## src/rtl/cpu_ctrl_pkg.sv

```systemverilog
`default_nettype none
// ============================================================================
//  Module   : cpu_ctrl_pkg
//  Brief    : Shared types and constants for the pipeline control blocks.
//  Revision : 1.0 - initial release
// ============================================================================
package cpu_ctrl_pkg;

  // Default register index width of the 64-bit core (32 architectural regs).
  localparam int REG_W_DEF = 5;

  // XZR reads as zero and discards writes, so it can never carry a hazard.
  localparam logic [REG_W_DEF-1:0] ZERO_REG_IDX = 5'd31;

  typedef logic [REG_W_DEF-1:0] reg_idx_t;

  // Hazard scheduler states.
  typedef enum logic [1:0] {
    RUN        = 2'd0,
    LOAD_STALL = 2'd1,
    MEM_WAIT   = 2'd2
  } hz_state_t;

endpackage : cpu_ctrl_pkg
`default_nettype wire

```

## src/rtl/sat_counter.sv

```systemverilog
`default_nettype none
// ============================================================================
//  Module   : sat_counter
//  Brief    : Up-counter that sticks at all-ones instead of wrapping.
//  Revision : 1.0 - initial release
// ============================================================================
module sat_counter #(
  parameter int CNT_W = 32
) (
  input  logic             clk,
  input  logic             reset,
  input  logic             inc,
  output logic [CNT_W-1:0] count
);

  logic [CNT_W-1:0] count_q;
  logic [CNT_W-1:0] count_d;

  // Next count: advance on inc unless already saturated.
  always_comb begin
    count_d = count_q;
    if (inc && (count_q != {CNT_W{1'b1}})) begin
      count_d = count_q + CNT_W'(1);
    end
  end

  // Counter register with synchronous reset.
  always_ff @(posedge clk) begin
    if (reset) begin
      count_q <= '0;
    end else begin
      count_q <= count_d;
    end
  end

  assign count = count_q;

endmodule : sat_counter
`default_nettype wire

```

## src/rtl/pipe_hazard_ctrl.sv

```systemverilog
`default_nettype none
// ============================================================================
//  Module   : pipe_hazard_ctrl
//  Brief    : Stall/flush scheduler for the 5-stage pipeline. Sequences the
//             PC, IF/ID, ID/EX and EX/MEM enables around load-use hazards,
//             data-memory wait states and taken branches resolved in ID.
//  Revision : 1.0 - initial release
// ============================================================================
module pipe_hazard_ctrl
  import cpu_ctrl_pkg::*;
#(
  parameter int REG_W        = 5,
  parameter int ZERO_REG     = int'(ZERO_REG_IDX),
  parameter int CNT_W        = 32,
  parameter int MAX_MEM_WAIT = 15
) (
  input  logic             clk,
  input  logic             reset,
  input  logic [REG_W-1:0] id_rn,
  input  logic [REG_W-1:0] id_rm,
  input  logic             id_uses_rn,
  input  logic             id_uses_rm,
  input  logic [REG_W-1:0] ex_rd,
  input  logic             ex_mem_read,
  input  logic             ex_reg_write,
  input  logic             br_taken,
  input  logic             mem_req,
  input  logic             mem_ready,
  output logic             pc_en,
  output logic             ifid_en,
  output logic             ifid_flush,
  output logic             idex_bubble,
  output logic             exmem_hold,
  output logic             mem_timeout,
  output logic [CNT_W-1:0] stall_count,
  output logic [CNT_W-1:0] flush_count
);

  // Wide enough for the largest supported wait limit (255).
  localparam int WAIT_W = 8;
  localparam logic [WAIT_W-1:0] WAIT_MAX = WAIT_W'(MAX_MEM_WAIT);
  localparam logic [REG_W-1:0]  XZR      = REG_W'(ZERO_REG);

  hz_state_t         state_q, state_d;
  logic [WAIT_W-1:0] wait_cnt_q, wait_cnt_d;
  logic              mem_timeout_q, mem_timeout_d;

  logic lu;
  logic mw;

  // A load in EX whose result is needed by ID cannot be forwarded in time.
  assign lu = ex_mem_read && ex_reg_write && (ex_rd != XZR) &&
              ((id_uses_rn && (id_rn == ex_rd)) ||
               (id_uses_rm && (id_rm == ex_rd)));

  assign mw = mem_req && !mem_ready;

  // Mealy output and next-state decode; memory wait beats load-use beats branch.
  always_comb begin
    pc_en         = 1'b1;
    ifid_en       = 1'b1;
    ifid_flush    = 1'b0;
    idex_bubble   = 1'b0;
    exmem_hold    = 1'b0;
    state_d       = state_q;
    wait_cnt_d    = wait_cnt_q;
    mem_timeout_d = mem_timeout_q;

    unique case (state_q)
      RUN, LOAD_STALL: begin
        if (mw) begin
          pc_en      = 1'b0;
          ifid_en    = 1'b0;
          exmem_hold = 1'b1;
          wait_cnt_d = WAIT_W'(1);
          state_d    = MEM_WAIT;
        end else if (lu && (state_q == RUN)) begin
          // In LOAD_STALL the bubble already sits in EX, so lu is stale.
          pc_en       = 1'b0;
          ifid_en     = 1'b0;
          idex_bubble = 1'b1;
          state_d     = LOAD_STALL;
        end else begin
          ifid_flush = br_taken;
          state_d    = RUN;
        end
      end

      MEM_WAIT: begin
        if (mem_ready || (wait_cnt_q == WAIT_MAX)) begin
          // Release cycle: memory is treated as done, lu and branch apply.
          if (!mem_ready) begin
            mem_timeout_d = 1'b1;
          end
          wait_cnt_d = '0;
          if (lu) begin
            pc_en       = 1'b0;
            ifid_en     = 1'b0;
            idex_bubble = 1'b1;
            state_d     = LOAD_STALL;
          end else begin
            ifid_flush = br_taken;
            state_d    = RUN;
          end
        end else begin
          // Full freeze; a branch in ID is held and re-resolves on release.
          pc_en      = 1'b0;
          ifid_en    = 1'b0;
          exmem_hold = 1'b1;
          wait_cnt_d = wait_cnt_q + WAIT_W'(1);
        end
      end

      default: begin
        state_d    = RUN;
        wait_cnt_d = '0;
      end
    endcase

    if (reset) begin
      pc_en         = 1'b1;
      ifid_en       = 1'b1;
      ifid_flush    = 1'b0;
      idex_bubble   = 1'b0;
      exmem_hold    = 1'b0;
      state_d       = RUN;
      wait_cnt_d    = '0;
      mem_timeout_d = 1'b0;
    end
  end

  // Scheduler state, wait counter and sticky timeout flag.
  always_ff @(posedge clk) begin
    if (reset) begin
      state_q       <= RUN;
      wait_cnt_q    <= '0;
      mem_timeout_q <= 1'b0;
    end else begin
      state_q       <= state_d;
      wait_cnt_q    <= wait_cnt_d;
      mem_timeout_q <= mem_timeout_d;
    end
  end

  assign mem_timeout = mem_timeout_q;

  sat_counter #(.CNT_W(CNT_W)) u_stall_cnt (
    .clk   (clk),
    .reset (reset),
    .inc   (!pc_en),
    .count (stall_count)
  );

  sat_counter #(.CNT_W(CNT_W)) u_flush_cnt (
    .clk   (clk),
    .reset (reset),
    .inc   (ifid_flush),
    .count (flush_count)
  );

endmodule : pipe_hazard_ctrl
`default_nettype wire

```

## config.mk

```make
export PLATFORM = sky130hd
export DESIGN_NAME = pipe_hazard_ctrl
export DESIGN_NICKNAME = d
export VERILOG_FILES = /design/src/rtl/cpu_ctrl_pkg.sv /design/src/rtl/sat_counter.sv /design/src/rtl/pipe_hazard_ctrl.sv
export SDC_FILE = /design/constraint.sdc
export NUM_CORES = 1
export LEC_CHECK = 0
export CAP_MARGIN = 20
export CELL_PAD_IN_SITES_DETAIL_PLACEMENT = 1
export CELL_PAD_IN_SITES_GLOBAL_PLACEMENT = 2
export CORE_MARGIN = 8
export CORE_UTILIZATION = 31
export DETAILED_ROUTE_END_ITERATION = 8
export HOLD_SLACK_MARGIN = 0.03
export PLACE_DENSITY_LB_ADDON = 0.1
export SETUP_SLACK_MARGIN = 0.05
export SYNTH_ARGS = -nofsm -noshare
export SYNTH_HDL_FRONTEND = slang
export SYNTH_SLANG_ARGS = --single-unit
```

## constraint.sdc

```tcl
create_clock -name clk -period 3.4 [get_ports clk]
set_input_delay 0.34 -clock clk [delete_from_list [all_inputs] [get_ports clk]]
set_output_delay 0.34 -clock clk [all_outputs]
set_load 0.005 [all_outputs]
```

# == Word-level counts from Yosys, hierarchy flattened ==
# Index checks and enable logic that the tools add are counted.
# op_classes
n_reduce_logical,16
add_sub_neg,3
bitwise_logic,1
n_mux,30
eq_ne,10
# op_table
op,count
"32-bit by 1-bit adder with 32-bit output, second input constant",2
"32-bit != test, second input constant",2
1-bit 2-to-1 mux,20
8-bit 2-to-1 mux,2
8-bit case mux with 2 select lines,1
5-bit equality test,2
1-bit logical AND,9
"8-bit by 1-bit adder with 8-bit output, second input constant",1
"8-bit by 4-bit equality test with 1-bit output, second input constant",1
1-bit case mux with 2 select lines,4
"5-bit != test, second input constant",1
2-bit 2-to-1 mux,2
"2-bit != test, second input constant",2
2-bit case mux with 2 select lines,1
3-bit AND reduction,1
"2-bit by 1-bit equality test with 1-bit output, second input constant",1
"2-bit equality test, second input constant",1
1-bit logical NOT,2
2-bit logical NOT,1
1-bit logical OR,2
2-bit OR reduction,1
1-bit NOT,1
# totals
elab_cells,65
output_inout_bits,70
ff_bits,75
in_bits,24

# == Longest topological paths before layout ==
# depth
word_depth,11
depth_mapped,9
depth_no_buf,8

# == Hierarchy ==
# A second synthesis with hierarchy kept.
# unflattened
hier_cells,484
area_unflattened_um2,4095.2
# by_module_without_submodules
module,seq_area_each_um2,area_per_inst_um2,cells_per_inst,instances
sat_counter,640.6,1674.1,199,2
pipe_hazard_ctrl,220.2,747.0,86,1

# == Worst setup path before layout ==
# No wires, ideal clock.
# synth_path
kind,reg2out
startpoint,register wait_cnt_q[0]
endpoint,output pc_en
path_stages_with_launch,9
arrival_ps,1862
t_required_ps,3060
setup_slack_ps,1198
n_path_buf,3
cell_sequence,dfxtp_1 > ha_1 > nand4b_1 > o31ai_4 > a211oi_1 > a41oi_2 > buf_2 > buf_2 > buf_4
# synth_between
elab_chain_cells,5
# synth_lines
element,line,source
from (decl),pipe_hazard_ctrl.sv:45,"logic [WAIT_W-1:0] wait_cnt_q, wait_cnt_d;"
from (signal assigned),pipe_hazard_ctrl.sv:140,wait_cnt_q <= wait_cnt_d;
8-bit by 4-bit equality test with 1-bit output,pipe_hazard_ctrl.sv:90,if (mem_ready || (wait_cnt_q == WAIT_MAX)) begin
1-bit logical OR,pipe_hazard_ctrl.sv:90,
1-bit 2-to-1 mux,n/a,
1-bit case mux with 2 select lines,n/a,
1-bit 2-to-1 mux,n/a,
to (decl),pipe_hazard_ctrl.sv:29,"output logic pc_en,"
# No other way between the ends.

# == Worst setup path in the final report ==
# layout_path
startpoint,register wait_cnt_q[0]
endpoint,output pc_en
# layout_between
elab_chain_cells,5
# layout_lines
element,line,source
8-bit by 4-bit equality test with 1-bit output,pipe_hazard_ctrl.sv:90,
1-bit logical OR,pipe_hazard_ctrl.sv:90,
1-bit 2-to-1 mux,pipe_hazard_ctrl.sv:90,
1-bit case mux with 2 select lines,pipe_hazard_ctrl.sv:69,unique case (state_q)
1-bit 2-to-1 mux,pipe_hazard_ctrl.sv:120,if (reset) begin
# No other way between the ends.

==> summary.md <==
| Metric | Value |
|---|---|
| Setup tns final | `0 ns` |
| H-tree depth | `3` |
| Vias per cell | `5.534` |
| CP arrival | `2.51 ns` |
| Post-route ant nets | `0` |
| Yosys top cell by area | `dfxtp_1` |
| Post-Syn Nets | `523` |
| Post-synth EDFFs | `0` |
| Vias in the first global route | `4191` |
| Detailed Route WL | `13070 um` |
| Synth Instances | `496` |
| Post-synthesis simple-gate area fraction | `31.29%` |
| Core area | `13090 um^2` |
| Clk_lat worst skew | `0.34 ns` |
| NumNets Final | `606` |
| CP Capture Type | `output pin` |
| Die W | `131.0 um` |
| Area share of the largest cell type after synthesis | `36.60%` |
| Max-cap violation count | `0` |
| Sequential area share after synthesis | `36.60%` |
| Fin. max-slew vios | `0` |
| P_leak | `1.672 nW` |
| Share of layout cells above drive strength 1 | `8.405%` |
| Post-DP HPWL | `9454 um` |
| CTS buffer count | `9` |
| Synth Area in Compound Gates | `21.35%` |
| Mux contribution to synthesized area | `1.647%` |
| Fin area | `5456 um^2` |
| # DRC | `0` |
| RSZ-0062 raised after global routing | `no` |
| Max Freq | `351.4 MHz` |
| Largest net degree at the start of global routing | `68` |
| Die Y | `131.0 um` |
| Final setup vio count | `0` |
| Synth unique cells | `51` |
| Count leader, synth | `dfxtp_1` |
| Relative slew slack | `37.42%` |
| I/O Buffers | `93` |
| Status | `complete, no violations` |
| Slew @ Worst Pin | `0.9359 ns` |
| Max Clock Skew | `0.007657 ns` |
| Pre-Repair DR Iteration Count | `4` |
| Worst-path clk slew | `0.06 ns` |
| Gr usage total | `15.71%` |
| Worst EP required | `3.06 ns` |
| Largest family of logic cells by synthesized area | `simple AND/OR/NAND/NOR gates` |
| Power Dens Cells | `345.4 nW/um^2` |
| Routed length per instance | `17.22 um` |
| Cts hold-fix bufs | `0` |
| Synth cell count leaders | `dfxtp_1 (75), a21oi_1 (50), o31ai_1 (33)` |
| Clock Sinks | `75` |
| CP Class | `flop to output pin` |
| Number of failing hold endpoints at the final stage | `0` |
| Max Fanout on Critical Path | `5` |
| HP Class | `flop to flop` |
| VDD IR max | `0.1937 mV` |
| Initial antenna violation count | `0` |
| Synth Area in Adders | `0.9149%` |
| Post-CTS Setup Inserts | `0` |
| Final Cycle Share | `83.70%` |
| Placer Congestion | `0.7991` |
| Routed vias | `4200` |
| N_diodes | `0` |
| Syn Area/Cell | `8.272 um^2` |
| Ports | `94` |
| PostCTS Resize Cnt | `0` |
| Crit path time final | `2.846 ns` |
| Synth warnings | `0` |
| CTS tree | `yes` |
| Area of placed instances | `5195 um^2` |
| Clock root cell | `clkbuf_16` |
| Row cnt | `42` |
| P&R area growth vs syn | `33.00%` |
| Synthesis-stage register bit count | `75` |
| Starting Density | `31.35%` |
| Global route overflow | `0` |
| Async set or reset register ratio after synthesis | `0%` |
| Xor/xnor share of the synthesized area | `3.416%` |
| First-pass GRT wire length | `21300 um` |
| DR iter-0 viols | `198` |
| CP startpoint kind | `flop` |
| Most used flip-flop cell after synthesis | `dfxtp_1` |
| Synth area leaders | `dfxtp_1 (37%), a21oi_1 (6.1%), o31ai_1 (6.0%)` |
| Deepest clock path buffer count | `2` |
| Die area | `17170 um^2` |
| Post-Syn Area | `4103 um^2` |
==> layer usage <==
metal | GRT usage (%) | part of all wire (%) | vias to the layer above
met3 | 3.612 | 5.2 | 11
li1 | - | - | 2073
met4 | 6.280 | 1.5 | 0
met2 | 26.15 | 48 | 77
met5 | 0 | 0 | -
met1 | 19.18 | 45 | 2039
==> registers in the layout, summed over array words and instances, names as in the netlist <==
| signal | flops |
|---|---|
| u_flush_cnt.count | 32 |
| u_stall_cnt.count | 32 |
| wait_cnt_q | 8 |
| state_q | 2 |
| mem_timeout | 1 |
==> kinds of logic after synthesis <==
kind of cell | after synthesis
fa+ha+maj | 3
compound gates | 133
flops | 75
mux | 6
xor+xnor | 16
buf+inv | 44
simple gates | 219
==> through the flow <==
step | worst slack, ns | total power, mW | utilization (%) | hold WS [ns] | std cells
2_1_floorplan | 1.198 | 0.9720 | - | 0.4491 | 496
6_report | 0.5542 | 1.885 | 41.70 | 0.4728 | 759
5_1_grt | 0.3678 | 1.976 | 41.70 | 0.4925 | 759
4_1_cts | 0.5021 | 1.931 | 41.70 | 0.4786 | 759
3_5_place_dp | 0.5211 | 1.034 | 39.70 | 0.4710 | 744
3_3_place_gp | 0.5982 | 1.032 | 39.70 | 0.4506 | 744
==> power by group <==
part           leakage, nW  total, mW  internal (mW)  switching [mW]
Sequential           0.605      0.889          0.883         0.00570
Combinational        0.936      0.124         0.0578          0.0666
Clock                0.132      0.872          0.507           0.365
==> worst max-delay path, cell delays in order, from the launching register on <==
cell	delay, ns
dfxtp_1	0.38
ha_1	0.21
nand4b_1	0.19
o31ai_4	0.35
a211oi_1	0.14
a41oi_4	0.32
clkdlybuf4s50_1	0.58
==> cells in the final DEF (no fill, tap or decap), drive strengths merged, types with 18 or more instances in the layout <==
master,n
a21oi,50
clkdlybuf4s50,92
dfxtp,75
nand2,30
nand3,32
nand4,20
nor2,26
o21ai,20
o31ai,34
or3,18
or4,32
==> layout make-up <==
cell class / instances / area (um^2)
fill: 1507 / 7629
inverter: 11 / 41.29
timing repair buffer: 105 / 1016
clock buffer: 12 / 246.5
clock inverter: 3 / 15.01
tap: 176 / 220.2
multi-input combinational: 377 / 2416
sequential: 75 / 1501
==> path summary, 6_finish.rpt <==
check,slack [ns],cells past startpoint,to,from
min,0.47,2,mem_timeout,mem_timeout
min reg2reg,0.47,2,mem_timeout,mem_timeout
max reg2reg,0.74,7,u_flush_cnt.count[23],wait_cnt_q[0]
max,0.55,6,pc_en,wait_cnt_q[0]
Note: power is estimated with default switching activity, not from simulation.
